<file path="config.mk">
export PLATFORM = sky130hd
export DESIGN_NAME = pipeline_hazard_ctrl_flat
export DESIGN_NICKNAME = d
export VERILOG_FILES = /design/src/rtl/pipeline_hazard_ctrl_if.sv /design/src/rtl/pipeline_hazard_ctrl.sv /design/src/flat_wrapper.sv
export SDC_FILE = /design/constraint.sdc
export NUM_CORES = 1
export LEC_CHECK = 0
export BUFFER_PORTS_ARGS = -buffer_cell sky130_fd_sc_hd__buf_2
export CAP_MARGIN = 20
export CORE_MARGIN = 1.5
export CORE_UTILIZATION = 54
export CTS_CLUSTER_SIZE = 24
export DETAILED_ROUTE_END_ITERATION = 6
export PLACE_DENSITY = 0.93
export SKIP_CTS_REPAIR_TIMING = 1
export SLEW_MARGIN = 0
export SYNTH_ARGS = -nofsm -noshare
export SYNTH_HDL_FRONTEND = slang
export SYNTH_SLANG_ARGS = --single-unit
</file>
<file path="constraint.sdc">
create_clock -name clk -period 5.2 [get_ports clk]
set_input_delay 1.04 -clock clk [delete_from_list [all_inputs] [get_ports clk]]
set_output_delay 1.04 -clock clk [all_outputs]
set_load 0.005 [all_outputs]
</file>
<file path="src/rtl/pipeline_hazard_ctrl_if.sv">
// Pipeline-side bundle for the hazard controller: decode/execute/memory hazard
// inputs and the pipeline-register controls driven back into the datapath.
interface pipeline_hazard_ctrl_if #(
    parameter int RA_W = 4
);
    logic [RA_W-1:0] id_rs1;
    logic [RA_W-1:0] id_rs2;
    logic            id_use1;
    logic            id_use2;
    logic [RA_W-1:0] ex_rd;
    logic            ex_wbs;
    logic            ex_mm;
    logic            mem_req;
    logic            br_taken;
    logic            pc_en;
    logic            fd_en;
    logic            fd_flush;
    logic            de_en;
    logic            de_bubble;
    logic            em_en;
    logic [1:0]      state;
    logic [15:0]     stall_cnt;

    modport master (
        output id_rs1, id_rs2, id_use1, id_use2, ex_rd, ex_wbs, ex_mm, mem_req, br_taken,
        input  pc_en, fd_en, fd_flush, de_en, de_bubble, em_en, state, stall_cnt
    );

    modport slave (
        input  id_rs1, id_rs2, id_use1, id_use2, ex_rd, ex_wbs, ex_mm, mem_req, br_taken,
        output pc_en, fd_en, fd_flush, de_en, de_bubble, em_en, state, stall_cnt
    );
endinterface

</file>
<file path="src/rtl/pipeline_hazard_ctrl.sv">
// Hazard/sequencing controller for the 5-stage pipeline: load-use bubbles,
// multi-cycle memory freezes, taken-branch flushes and a saturating stall counter.
module pipeline_hazard_ctrl #(
    parameter int RA_W            = 4,
    parameter int MEM_WAIT_CYCLES = 2,
    parameter int FLUSH_CYCLES    = 1
) (
    input  logic                 clk,
    input  logic                 rst_n,
    pipeline_hazard_ctrl_if.slave bus
);
    localparam logic [1:0] ST_RUN      = 2'b00;
    localparam logic [1:0] ST_MEM_WAIT = 2'b01;
    localparam logic [1:0] ST_FLUSH    = 2'b10;

    localparam int WCNT_W = $clog2(MEM_WAIT_CYCLES + 1);
    localparam int FCNT_W = $clog2(FLUSH_CYCLES + 1);
    localparam logic [WCNT_W-1:0] WCNT_INIT = WCNT_W'(MEM_WAIT_CYCLES - 1);
    localparam logic [FCNT_W-1:0] FCNT_INIT = FCNT_W'(FLUSH_CYCLES - 1);
    localparam logic [WCNT_W-1:0] WCNT_ONE  = WCNT_W'(1);
    localparam logic [FCNT_W-1:0] FCNT_ONE  = FCNT_W'(1);

    logic [1:0]        state_reg, state_next;
    logic [1:0]        ret_reg, ret_next;
    logic [WCNT_W-1:0] wcnt_reg, wcnt_next;
    logic [FCNT_W-1:0] fcnt_reg, fcnt_next;
    logic [15:0]       stall_cnt_reg;

    logic [RA_W-1:0] rs1, rs2, rd;
    logic            load_use;
    logic            pc_en, fd_en, fd_flush, de_en, de_bubble, em_en;

    assign rs1 = bus.id_rs1;
    assign rs2 = bus.id_rs2;
    assign rd  = bus.ex_rd;

    // r0 is hardwired, so a load targeting it can never create a dependency.
    assign load_use = bus.ex_mm & bus.ex_wbs & (rd != '0) &
                      ((bus.id_use1 & (rs1 == rd)) | (bus.id_use2 & (rs2 == rd)));

    always_ff @(posedge clk) begin
        if (!rst_n) begin
            state_reg <= ST_RUN;
            ret_reg   <= ST_RUN;
            wcnt_reg  <= '0;
            fcnt_reg  <= '0;
        end else begin
            state_reg <= state_next;
            ret_reg   <= ret_next;
            wcnt_reg  <= wcnt_next;
            fcnt_reg  <= fcnt_next;
        end
    end

    always_comb begin
        state_next = state_reg;
        ret_next   = ret_reg;
        wcnt_next  = wcnt_reg;
        fcnt_next  = fcnt_reg;
        case (state_reg)
            ST_MEM_WAIT: begin
                wcnt_next = wcnt_reg - WCNT_ONE;
                if (wcnt_reg <= WCNT_ONE) begin
                    state_next = ret_reg;
                end
            end
            ST_FLUSH: begin
                // A freeze inside a flush parks fcnt and resumes the flush afterwards.
                if (bus.mem_req) begin
                    if (MEM_WAIT_CYCLES > 1) begin
                        state_next = ST_MEM_WAIT;
                        wcnt_next  = WCNT_INIT;
                        ret_next   = ST_FLUSH;
                    end
                end else begin
                    fcnt_next = fcnt_reg - FCNT_ONE;
                    if (fcnt_reg <= FCNT_ONE) begin
                        state_next = ST_RUN;
                    end
                end
            end
            default: begin
                if (bus.mem_req) begin
                    if (MEM_WAIT_CYCLES > 1) begin
                        state_next = ST_MEM_WAIT;
                        wcnt_next  = WCNT_INIT;
                        ret_next   = ST_RUN;
                    end
                end else if (bus.br_taken) begin
                    if (FLUSH_CYCLES > 1) begin
                        state_next = ST_FLUSH;
                        fcnt_next  = FCNT_INIT;
                    end
                end
            end
        endcase
    end

    always_comb begin
        pc_en     = 1'b1;
        fd_en     = 1'b1;
        fd_flush  = 1'b0;
        de_en     = 1'b1;
        de_bubble = 1'b0;
        em_en     = 1'b1;
        case (state_reg)
            ST_MEM_WAIT: begin
                {pc_en, fd_en, de_en, em_en} = 4'b0000;
            end
            ST_FLUSH: begin
                if (bus.mem_req) begin
                    {pc_en, fd_en, de_en, em_en} = 4'b0000;
                end else begin
                    fd_flush  = 1'b1;
                    de_bubble = 1'b1;
                end
            end
            default: begin
                if (bus.mem_req) begin
                    {pc_en, fd_en, de_en, em_en} = 4'b0000;
                end else if (bus.br_taken) begin
                    fd_flush  = 1'b1;
                    de_bubble = 1'b1;
                end else if (load_use) begin
                    pc_en     = 1'b0;
                    fd_en     = 1'b0;
                    de_bubble = 1'b1;
                end
            end
        endcase
        if (!rst_n) begin
            {pc_en, fd_en, de_en, em_en} = 4'b0000;
            fd_flush  = 1'b1;
            de_bubble = 1'b1;
        end
    end

    always_ff @(posedge clk) begin
        if (!rst_n) begin
            stall_cnt_reg <= '0;
        end else if (!pc_en && (stall_cnt_reg != 16'hFFFF)) begin
            stall_cnt_reg <= stall_cnt_reg + 16'd1;
        end
    end

    assign bus.pc_en     = pc_en;
    assign bus.fd_en     = fd_en;
    assign bus.fd_flush  = fd_flush;
    assign bus.de_en     = de_en;
    assign bus.de_bubble = de_bubble;
    assign bus.em_en     = em_en;
    assign bus.state     = state_reg;
    assign bus.stall_cnt = stall_cnt_reg;
endmodule

</file>
<file path="src/flat_wrapper.sv">
// flat-port wrapper written by rule: the top's interface ports become plain ports
module pipeline_hazard_ctrl_flat 
#(
    parameter int RA_W            = 4,
    parameter int MEM_WAIT_CYCLES = 2,
    parameter int FLUSH_CYCLES    = 1
)
  (clk, rst_n, bus_id_rs1, bus_id_rs2, bus_id_use1, bus_id_use2, bus_ex_rd, bus_ex_wbs, bus_ex_mm, bus_mem_req, bus_br_taken, bus_pc_en, bus_fd_en, bus_fd_flush, bus_de_en, bus_de_bubble, bus_em_en, bus_state, bus_stall_cnt);
  pipeline_hazard_ctrl_if #(.RA_W(RA_W)) bus_i ();
  input  logic clk;
  input  logic rst_n;
  input wire logic [$bits(bus_i.id_rs1)-1:0] bus_id_rs1;
  input wire logic [$bits(bus_i.id_rs2)-1:0] bus_id_rs2;
  input wire logic [$bits(bus_i.id_use1)-1:0] bus_id_use1;
  input wire logic [$bits(bus_i.id_use2)-1:0] bus_id_use2;
  input wire logic [$bits(bus_i.ex_rd)-1:0] bus_ex_rd;
  input wire logic [$bits(bus_i.ex_wbs)-1:0] bus_ex_wbs;
  input wire logic [$bits(bus_i.ex_mm)-1:0] bus_ex_mm;
  input wire logic [$bits(bus_i.mem_req)-1:0] bus_mem_req;
  input wire logic [$bits(bus_i.br_taken)-1:0] bus_br_taken;
  output wire logic [$bits(bus_i.pc_en)-1:0] bus_pc_en;
  output wire logic [$bits(bus_i.fd_en)-1:0] bus_fd_en;
  output wire logic [$bits(bus_i.fd_flush)-1:0] bus_fd_flush;
  output wire logic [$bits(bus_i.de_en)-1:0] bus_de_en;
  output wire logic [$bits(bus_i.de_bubble)-1:0] bus_de_bubble;
  output wire logic [$bits(bus_i.em_en)-1:0] bus_em_en;
  output wire logic [$bits(bus_i.state)-1:0] bus_state;
  output wire logic [$bits(bus_i.stall_cnt)-1:0] bus_stall_cnt;
  assign bus_i.id_rs1 = bus_id_rs1;
  assign bus_i.id_rs2 = bus_id_rs2;
  assign bus_i.id_use1 = bus_id_use1;
  assign bus_i.id_use2 = bus_id_use2;
  assign bus_i.ex_rd = bus_ex_rd;
  assign bus_i.ex_wbs = bus_ex_wbs;
  assign bus_i.ex_mm = bus_ex_mm;
  assign bus_i.mem_req = bus_mem_req;
  assign bus_i.br_taken = bus_br_taken;
  assign bus_pc_en = bus_i.pc_en;
  assign bus_fd_en = bus_i.fd_en;
  assign bus_fd_flush = bus_i.fd_flush;
  assign bus_de_en = bus_i.de_en;
  assign bus_de_bubble = bus_i.de_bubble;
  assign bus_em_en = bus_i.em_en;
  assign bus_state = bus_i.state;
  assign bus_stall_cnt = bus_i.stall_cnt;
  pipeline_hazard_ctrl #(.RA_W(RA_W), .MEM_WAIT_CYCLES(MEM_WAIT_CYCLES), .FLUSH_CYCLES(FLUSH_CYCLES)) u_core (.clk(clk), .rst_n(rst_n), .bus(bus_i));
endmodule
</file>
==> results of run 1 <==
power by group through the flow:
stage	clock, mW	combinational (mW)	sequential [mW]
finish	0.0795	0.0569	0.170
global placement	0	0.0551	0.173
floorplan	0	0.0365	0.172
CTS	0.0821	0.0569	0.170
detailed placement	0	0.0566	0.173
global route	0.0871	0.0640	0.171
worst register-to-register path, stage by stage (launching register included):
cell	delay, ns
dfxtp_1	0.40
ha_1	0.28
and3_1	0.24
and3_1	0.36
a2111oi_1	0.51
mux2i_1	0.22
layout by cell type (no fill, tap or decap), types with 2 or more instances in the layout:
master,n
and4_1,2
dfxtp_1,21
a2111oi_1,2
and3_1,4
xor2_1,6
nand2b_1,14
ha_1,4
a211oi_1,10
mux2i_1,12
clkbuf_4,3
nand4_1,5
xnor2_1,2
inv_1,7
buf_2,43
and4_4,2
o32ai_1,2
a21oi_1,3
nand2_1,23
a21o_1,3
nor2_1,10
nor3_1,4
nand3_1,7
a2111oi_2,2
o21ai_0,4
worst max-delay path by stage:
| stage | to | slack (ns) |
|---|---|---|
| final | bus_pc_en | 1.64 |
| after global routing | bus_pc_en | 1.55 |
| after CTS | bus_pc_en | 1.64 |
| after detailed placement | bus_pc_en | 1.66 |
| after global placement | bus_fd_en | 1.68 |
| after floorplan | bus_pc_en | 1.84 |
cell type report:
type | count | share of cell area, %
multi-input combinational | 135 | 55.8
sequential | 21 | 25.3
timing repair buffer | 44 | 13.4
tap | 30 | 2.26
inverter | 7 | 1.58
clock buffer | 3 | 1.36
clock inverter | 1 | 0.301
cell families (layout without fill, tap and decap cells):
logic type      after synthesis  count (layout)  synth area share (%)
compound gates               36              36                  20.7
buf+inv                      16              55                  4.95
fa+ha+maj                     4               4                  3.53
mux                          12              12                  8.48
simple gates                 75              75                  27.7
xor+xnor                      8               8                  4.95
flops                        21              21                  29.7
metal layers:
layer	global-route usage, %	vias to the layer above	wire [µm]
met3	6.83	4	145
met4	7.50	0	18
li1	-	703	-
met2	40.6	39	1610
met5	0	-	0
met1	28.0	632	1400
cells in the mapped netlist:
cell type   n  area (µm²)
buf_4       2        15.0
a211oi_1   10        75.1
nor4_1      1        6.26
a22oi_1     1        7.51
o31ai_1     1        7.51
a2111oi_0   1        8.76
clkbuf_1    5        18.8
a21boi_0    1        7.51
o211ai_1    1        7.51
nand2_1    23        86.3
o32ai_1     2        17.5
inv_1       7        26.3
o211ai_4    1        21.3
ha_1        4        50.1
nor3_2      1        10.0
nor2b_1     1        6.26
xnor2_1     2        17.5
buf_2       2        10.0
mux2i_1    12         120
a21oi_1     3        15.0
nor3_1      4        20.0
a21boi_1    1        7.51
nand3_1     7        35.0
a2111oi_1   2        20.0
nand3b_1    1        7.51
nand2b_1   14        87.6
o21ai_0     4        20.0
a2111oi_2   2        30.0
xor2_1      6        52.6
a2111o_1    1        11.3
nand4_1     5        31.3
o22ai_1     1        6.26
and4_1      2        17.5
nor2_1     10        37.5
and3_1      4        25.0
o21a_1      1        7.51
dfxtp_1    21         420
and4_4      2        22.5
a21o_1      3        22.5
==> impl_metrics.yaml, run 1 <==
status:
  status: "finished, final reports clean"
layout:
  syn_to_final_growth_pct: 17.2
  largest_reg_flops: 16
  final_nets: 236
  multi_input_area_um2: 926
  layout-drive-gt1-share_pct: 25.6
  final_core_util_pct: 67.0
  nFillCells: 235
  diodes: 0
  final_area_um2: 1660
  register_area_um2: 420
  instances_no_fill: 241
grt:
  grt_start_max_net_pins: 28
  gr-total-overflow: 0
  grt_pass1_vias: 1187
  track_usage_pct: 23.6
  grt_first_pass_wirelength_um: 5150
  antenna_found_initial: 0
cts:
  clk_pin_slew_ns: 0.11
  clock_latency_ns: 0.31
  cts_buffers: 3
  htreeDepth: 1
  cts_tree: "yes"
  clock-sinks: 21
  clockBufferDepth: 2
  cts_root_buffer: "clkbuf_4"
critical_path:
  rrSetupSlack_ns: 3.13
  reg2reg_depth: 5
  rr_startpoint: "u_core.bus.stall_cnt[0]"
  worstPathArrival_ns: 2.52
  cp_cell_sequence: "buf_2 -> nor4_1 -> nor2_1 -> and4_4 -> o211ai_4 -> and3_1 -> buf_2"
  worstPathMaxFanout: 15
  critPathSlowestCell: "o211ai_4"
  critical_path_depth: 7
  cp_common_cell: "buf_2"
  crit_family: "simple AND/OR/NAND/NOR gates"
  critPathLaunch: "bus_ex_rd[1]"
  worstSetupPathType: "input pin to output port"
  rr_endpoint: "u_core.bus.stall_cnt[14]"
  slowest_delay_ns: 0.43
  cp-end-kind: "output port"
  startpoint_type: "input pin"
  cp.required_ns: 4.16
  crit_buf_inv: 2
worst_hold_path:
  hp-start: "u_core.bus.stall_cnt[14]"
  hold_end: "u_core.bus.stall_cnt[14]"
  hold_path_depth: 2
  holdCritPathClass: "flop to flop"
pwr:
  internal_power_uw: 219
  vdd_ir_drop_max_mv: 0.220
  finalPower_uw: 306
  p_seq_share_pct: 55.4
  p_per_area_nw_per_um2: 184
  p_comb_share_pct: 18.6
  p_sw_share_pct: 28.5
  p_leak_nw: 0.688
  switching_power_uw: 87.1
  power.clock.fraction_pct: 26.0
timing:
  hold_viol: 0
  fmax_mhz: 281
  rsz0062_at_grt: "no"
  setup_slack_ns: 1.64
  worst_slew_margin_rel_pct: 67.8
  timing.final.crit_share_pct: 68.4
  finalSetupViolCount: 0
  setup_tns_ns: 0
  fin_crit_ns: 3.56
  finClkSkew_ns: 0.0110
  maxSlewViolCount: 0
  hold_ws_ns: 0.493
  worst_pin_slew_ns: 0.483
floorplan:
  die-area_um2: 2940
  fp-row-count: 18
  coreArea_um2: 2480
  die_h_um: 54.2
  die_w_um: 54.2
  initial_core_util_pct: 57.2
  ios: 44
routing:
  via_count: 1378
  detail-route-antenna-nets: 0
  viasPerCell: 5.72
  drc: 0
  drt-total-wl_um: 3170
  wl_per_cell_um: 13.2
  dr.first_iter.drc_count: 30
  firstDrtPassIters: 4
synthesis:
  yosysSeqAreaShare_pct: 29.7
  synthCells: 172
  synth.distinct_cells: 39
  avgSynthCellArea_um2: 8.23
  ys_ff_latch: 21
  synth_warnings: 0
  syn-num-nets: 196
  syn_area_um2: 1420
placed_design:
  dpl-instance-area_um2: 1630
  dp.final_hpwl_um: 2310
  place_congestion: 0.788
  dp.cells: 237
  dp_slack_ns: 1.66
  port_buffers: 43
run:
  cap_violations: 0
Power figures use the tool's default switching activity.
==> run 2: changes to the inputs <==
Settings changed: ABC_AREA set to 1, CORE_UTILIZATION 54 to 46, PLACE_DENSITY 0.93 to 0.84.
Clock period 5.2 ns to 3 ns, I/O delays scaled along.
==> run 2 against run 1 <==
  * Clock skew fell by 0.0085 ns
  * First-iteration DRC count rose by 33%
  * Largest power group unchanged
  * Cell count rose by 35%
  * Worst setup slack got worse by 1.4 ns
  * Non-clock buffer count did not move
  * Sequential share of layout area fell by 0.70 points
  * Synthesized cell count rose by 40%
  * Via count rose by 8.7%
  * Cell area rose by 2.9%
  * Combinational power rose by 130%
==> impl_metrics.yaml, run 2 <==
routing:
  routed-wl-met2_um: 1440
  detail-route-antenna-nets: 0
  firstDrtPassIters: 5
  dr.first_iter.drc_count: 40
  wl_met1_um: 1510
  drc: 0
  highest_layer: "met4"
  wl_per_cell_um: 9.51
  viasPerCell: 4.61
  met3_length_um: 97
  via_count: 1498
  drt-total-wl_um: 3090
placed_design:
  dp.cells: 321
  dp.final_hpwl_um: 2440
  place_congestion: 0.855
  port_buffers: 43
layout:
  final_common_cell: "nand2_1"
  diodes: 0
  largest_reg_flops: 16
  final_nets: 306
  layout-drive-gt1-share_pct: 22.8
  syn_to_final_growth_pct: 16.8
  instances_no_fill: 325
  final_cell_mix: "72 x nand2_1, 46 x nor2_1, 43 x buf_2, 34 x inv_1, 21 x dfxtp_1"
  final_core_util_pct: 56.4
pwr:
  p_per_area_nw_per_um2: 336
  p_leak_nw: 0.873
  vdd_ir_drop_max_mv: 0.168
synthesis:
  synthCells: 240
  synth.distinct_cells: 31
  synth_edf_count: 0
  synth_ff_type: "dfxtp_1"
  syn_area_um2: 1460
  synth_top_area_share_pct: 28.7
  synth_largest_area_cell: "dfxtp_1"
  avgSynthCellArea_um2: 6.09
  async_flop_share_pct: 0
  yosys.cell_count.top_type: "nand2_1"
  synth_warnings: 0
  yosys-top-cells-area: "dfxtp_1 29%, nand2_1 18%, nor2_1 12%, inv_1 8.7%, nand3_1 5.1%"
  yosysSeqAreaShare_pct: 28.7
  synth_common_cells: "72 x nand2_1, 46 x nor2_1, 34 x inv_1"
  syn-num-nets: 264
  ys_ff_latch: 21
timing:
  finClkSkew_ns: 0.00258
  maxSlewViolCount: 0
  hold_ws_ns: 0.475
  setup_tns_ns: 0
  rsz0062_at_grt: "no"
  fin_crit_ns: 2.75
  timing.final.crit_share_pct: 91.6
  hold_viol: 0
  finalSetupViolCount: 0
  worst_slew_margin_rel_pct: 64.0
  fmax_mhz: 364
  worst_pin_slew_ns: 0.538
critical_path:
  cp-end-kind: "output port"
  worstSetupPathType: "flop to output port"
  worstPathArrival_ns: 2.15
  cp.required_ns: 2.40
  rrSetupSlack_ns: 0.84
  startpoint_type: "flop"
  worstPathMaxFanout: 14
worst_hold_path:
  holdCritPathClass: "flop to flop"
floorplan:
  ios: 44
  initial_core_util_pct: 48.3
  die-area_um2: 3530
  coreArea_um2: 3030
  die_w_um: 59.4
  fp-row-count: 20
  die_h_um: 59.4
cts:
  cts_root_buffer: "clkbuf_4"
  clk_pin_slew_ns: 0.12
  htreeDepth: 1
  cts_buffers: 3
  clock_latency_ns: 0.31
  clock-sinks: 21
  clockBufferDepth: 2
  cts_tree: "yes"
grt:
  antenna_found_initial: 0
  grt_first_pass_wirelength_um: 5300
  grt_start_max_net_pins: 17
  track_usage_pct: 19.4
  grt_pass1_vias: 1311
  gr-total-overflow: 0
run:
  cap_violations: 0
status:
  status: "finished, final reports clean"
## run 2: cell types whose count changed after synthesis, sizes merged, moves of 4 or more
cell     previous run  this run
a211oi             10         2
and3                4         0
nand2b             14         0
nand3               7        15
inv                 7        37
a2111oi             5         0
xor2                6         0
and4                4         0
nor2               10        47
mux2i              12         0
nand2              23        77
## run 2: final timing paths
kind | start | end | cells after the start
setup / recovery | u_core.bus.state[0] | bus_pc_en | 8
hold / removal | u_core.wcnt_reg[0] | u_core.wcnt_reg[0] | 1
setup reg to reg | u_core.bus.stall_cnt[0] | u_core.bus.stall_cnt[14] | 12
hold reg to reg | u_core.wcnt_reg[0] | u_core.wcnt_reg[0] | 1
## run 2: per-layer routing
metal	up-vias	track usage, %
li1	825	-
met1	639	25.2
met2	29	32.5
met3	5	2.84
met4	0	6.82
met5	-	0
## run 2: where the power goes
group          switching (mW)  leakage (nW)  total (mW)  internal (mW)
Combinational          0.0818         0.687       0.133         0.0511
Sequential            0.00920         0.171       0.299          0.290
Clock                  0.0905        0.0150       0.142         0.0519
## run 2: final cells by class
cell class                 count  area, µm²
fill                         314       1320
multi-input combinational    174        836
sequential                    21        420
timing repair buffer          44        223
inverter                      38        148
tap                           44       55.1
clock buffer                   4       26.3
## run 2: metrics by stage
step,power [mW],setup slack [ns],cell area (µm²)
3_5_place_dp,0.439,0.603,1680
2_1_floorplan,0.410,0.813,1460
5_1_grt,0.611,0.00867,1710
6_report,0.574,0.252,1710
3_3_place_gp,0.437,0.628,1680
4_1_cts,0.579,0.235,1710
## run 2: logic make-up (layout without fill, tap and decap cells)
| group | Yosys count | in the layout | synth area share, % |
|---|---|---|---|
| adder cells (fa/ha/maj) | 4 | 4 | 3.42 |
| buffers and inverters | 45 | 86 | 14.1 |
| XOR/XNOR | 2 | 2 | 1.20 |
| AO/OA/AOI/OAI | 22 | 22 | 10.9 |
| AND/OR/NAND/NOR | 146 | 146 | 41.6 |
| flip-flops | 21 | 21 | 28.7 |
## run 2: critical path, cell delays in order, from the launching register on
cell and delay, ns:
dfxtp_1 0.39, inv_1 0.05, ha_1 0.27, inv_1 0.07, o21ai_0 0.44, nand2_4 0.24
nand2_1 0.19, inv_1 0.07, buf_2 0.13
==> run 3: changes to the inputs <==
Settings changed: BUFFER_PORTS_ARGS -buffer_cell sky130_fd_sc_hd__buf_2 to unset, CORE_UTILIZATION 46 to 56, DONT_BUFFER_PORTS set to 1, PLACE_DENSITY 0.84 to 0.83.
==> run 3 against run 2 <==
  * Fmax rose by 3.4%
  * Count of clock-buffer cells in the layout fell by 1
  * Hold slack got worse by 0.081 ns
  * Cell area fell by 14%
  * Highest routed layer unchanged
  * Worst setup slack improved by 0.091 ns
  * Sequential power barely moved
  * Cell count fell by 18%
  * Register-to-register slack got worse by 0.05 ns
==> impl_metrics.yaml, run 3 (same netlist as run 2, synthesis figures left out) <==
placed_design:
  dp_slack_ns: 0.681
  dp.final_hpwl_um: 2200
  place_congestion: 0.838
  port_buffers: 0
timing:
  setup_tns_ns: 0
  hold_ws_ns: 0.395
  fmax_mhz: 376
  worst_slew_margin_rel_pct: 62.8
  hold_viol: 0
  timing.final.crit_share_pct: 88.6
  fin_crit_ns: 2.66
  finalSetupViolCount: 0
  setup_slack_ns: 0.343
  worst_pin_slew_ns: 0.557
  finClkSkew_ns: 0.00314
  maxSlewViolCount: 0
  rsz0062_at_grt: "no"
floorplan:
  die_w_um: 54.1
  initial_core_util_pct: 59.0
  die-area_um2: 2930
  fp-row-count: 18
  ios: 44
  die_h_um: 54.1
  coreArea_um2: 2480
critical_path:
  worstSetupPathType: "flop to output port"
  worstPathArrival_ns: 2.06
  cp-end-kind: "output port"
  startpoint_type: "flop"
  worstPathMaxFanout: 14
  cp.required_ns: 2.40
layout:
  final_common_cell: "nand2_1"
  layout-drive-gt1-share_pct: 8.86
  diodes: 0
  largest_reg_flops: 16
  final_core_util_pct: 59.3
  final_cell_mix: "72 x nand2_1, 46 x nor2_1, 34 x inv_1, 21 x dfxtp_1, 15 x nand3_1"
  register_area_um2: 420
  multi_input_area_um2: 836
  nFillCells: 240
  syn_to_final_growth_pct: 0.428
  final_nets: 262
cts:
  cts_tree: "yes"
  clock_latency_ns: 0.30
  cts_buffers: 3
  clk_pin_slew_ns: 0.12
  clock-sinks: 21
  htreeDepth: 1
  clockBufferDepth: 2
  cts_root_buffer: "clkbuf_4"
grt:
  grt_pass1_vias: 1180
  grt_start_max_net_pins: 18
  antenna_found_initial: 0
  track_usage_pct: 21.4
  grt_first_pass_wirelength_um: 4690
  gr-total-overflow: 0
routing:
  detail-route-antenna-nets: 0
  firstDrtPassIters: 4
  via_count: 1368
  wl_per_cell_um: 10.1
  viasPerCell: 5.12
  drt-total-wl_um: 2700
  dr.first_iter.drc_count: 24
  drc: 0
status:
  status: "finished, final reports clean"
pwr:
  p_leak_nw: 0.672
  p_per_area_nw_per_um2: 365
  vdd_ir_drop_max_mv: 0.241
worst_hold_path:
  holdCritPathClass: "input pin to flop"
run:
  cap_violations: 0
[run 3: path summary, 6_finish.rpt]
kind / start / to / slack [ns] / cells past startpoint
hold / removal: rst_n / u_core.bus.stall_cnt[0] / 0.39 / 2
hold reg to reg: u_core.wcnt_reg[0] / u_core.wcnt_reg[0] / 0.47 / 1
setup / recovery: u_core.bus.state[0] / bus_fd_en / 0.34 / 7
setup reg to reg: u_core.bus.stall_cnt[0] / u_core.bus.stall_cnt[14] / 0.79 / 12
[run 3: power by group]
part	leakage [nW]	total, mW	switching [mW]	internal, mW
sequential	0.171	0.301	0.0111	0.290
clock	0.0177	0.137	0.0868	0.0497
combinational	0.483	0.0988	0.0659	0.0329
[run 3: per-stage QoR]
stage | cell area [µm²] | instances | power (mW)
floorplan | 1460 | 240 | 0.410
finish | 1470 | 267 | 0.536
CTS | 1470 | 267 | 0.546
global route | 1470 | 267 | 0.570
global placement | 1440 | 263 | 0.406
detailed placement | 1440 | 263 | 0.407
[run 3: layout make-up]
class,instances,share of cell area (%)
Clock buffer,3,1.53
Sequential cell,21,28.6
Inverter,38,10.1
Clock inverter,1,0.341
Multi-Input combinational cell,174,56.9
Tap cell,30,2.56
[run 3: layer usage]
metal | vias up | global-route usage [%] | share of wire [%]
li1 | 745 | - | -
met5 | - | 0 | 0
met2 | 42 | 35.6 | 46
met3 | 4 | 6.11 | 6.7
met4 | 0 | 8.33 | 1.2
met1 | 577 | 25.9 | 46
[run 3: critical path: stages, from the launching register on]
cell,delay (ns)
dfxtp_1,0.42
inv_1,0.07
ha_1,0.27
inv_1,0.06
o21ai_0,0.43
nand2_4,0.23
nand2_1,0.18
inv_1,0.10
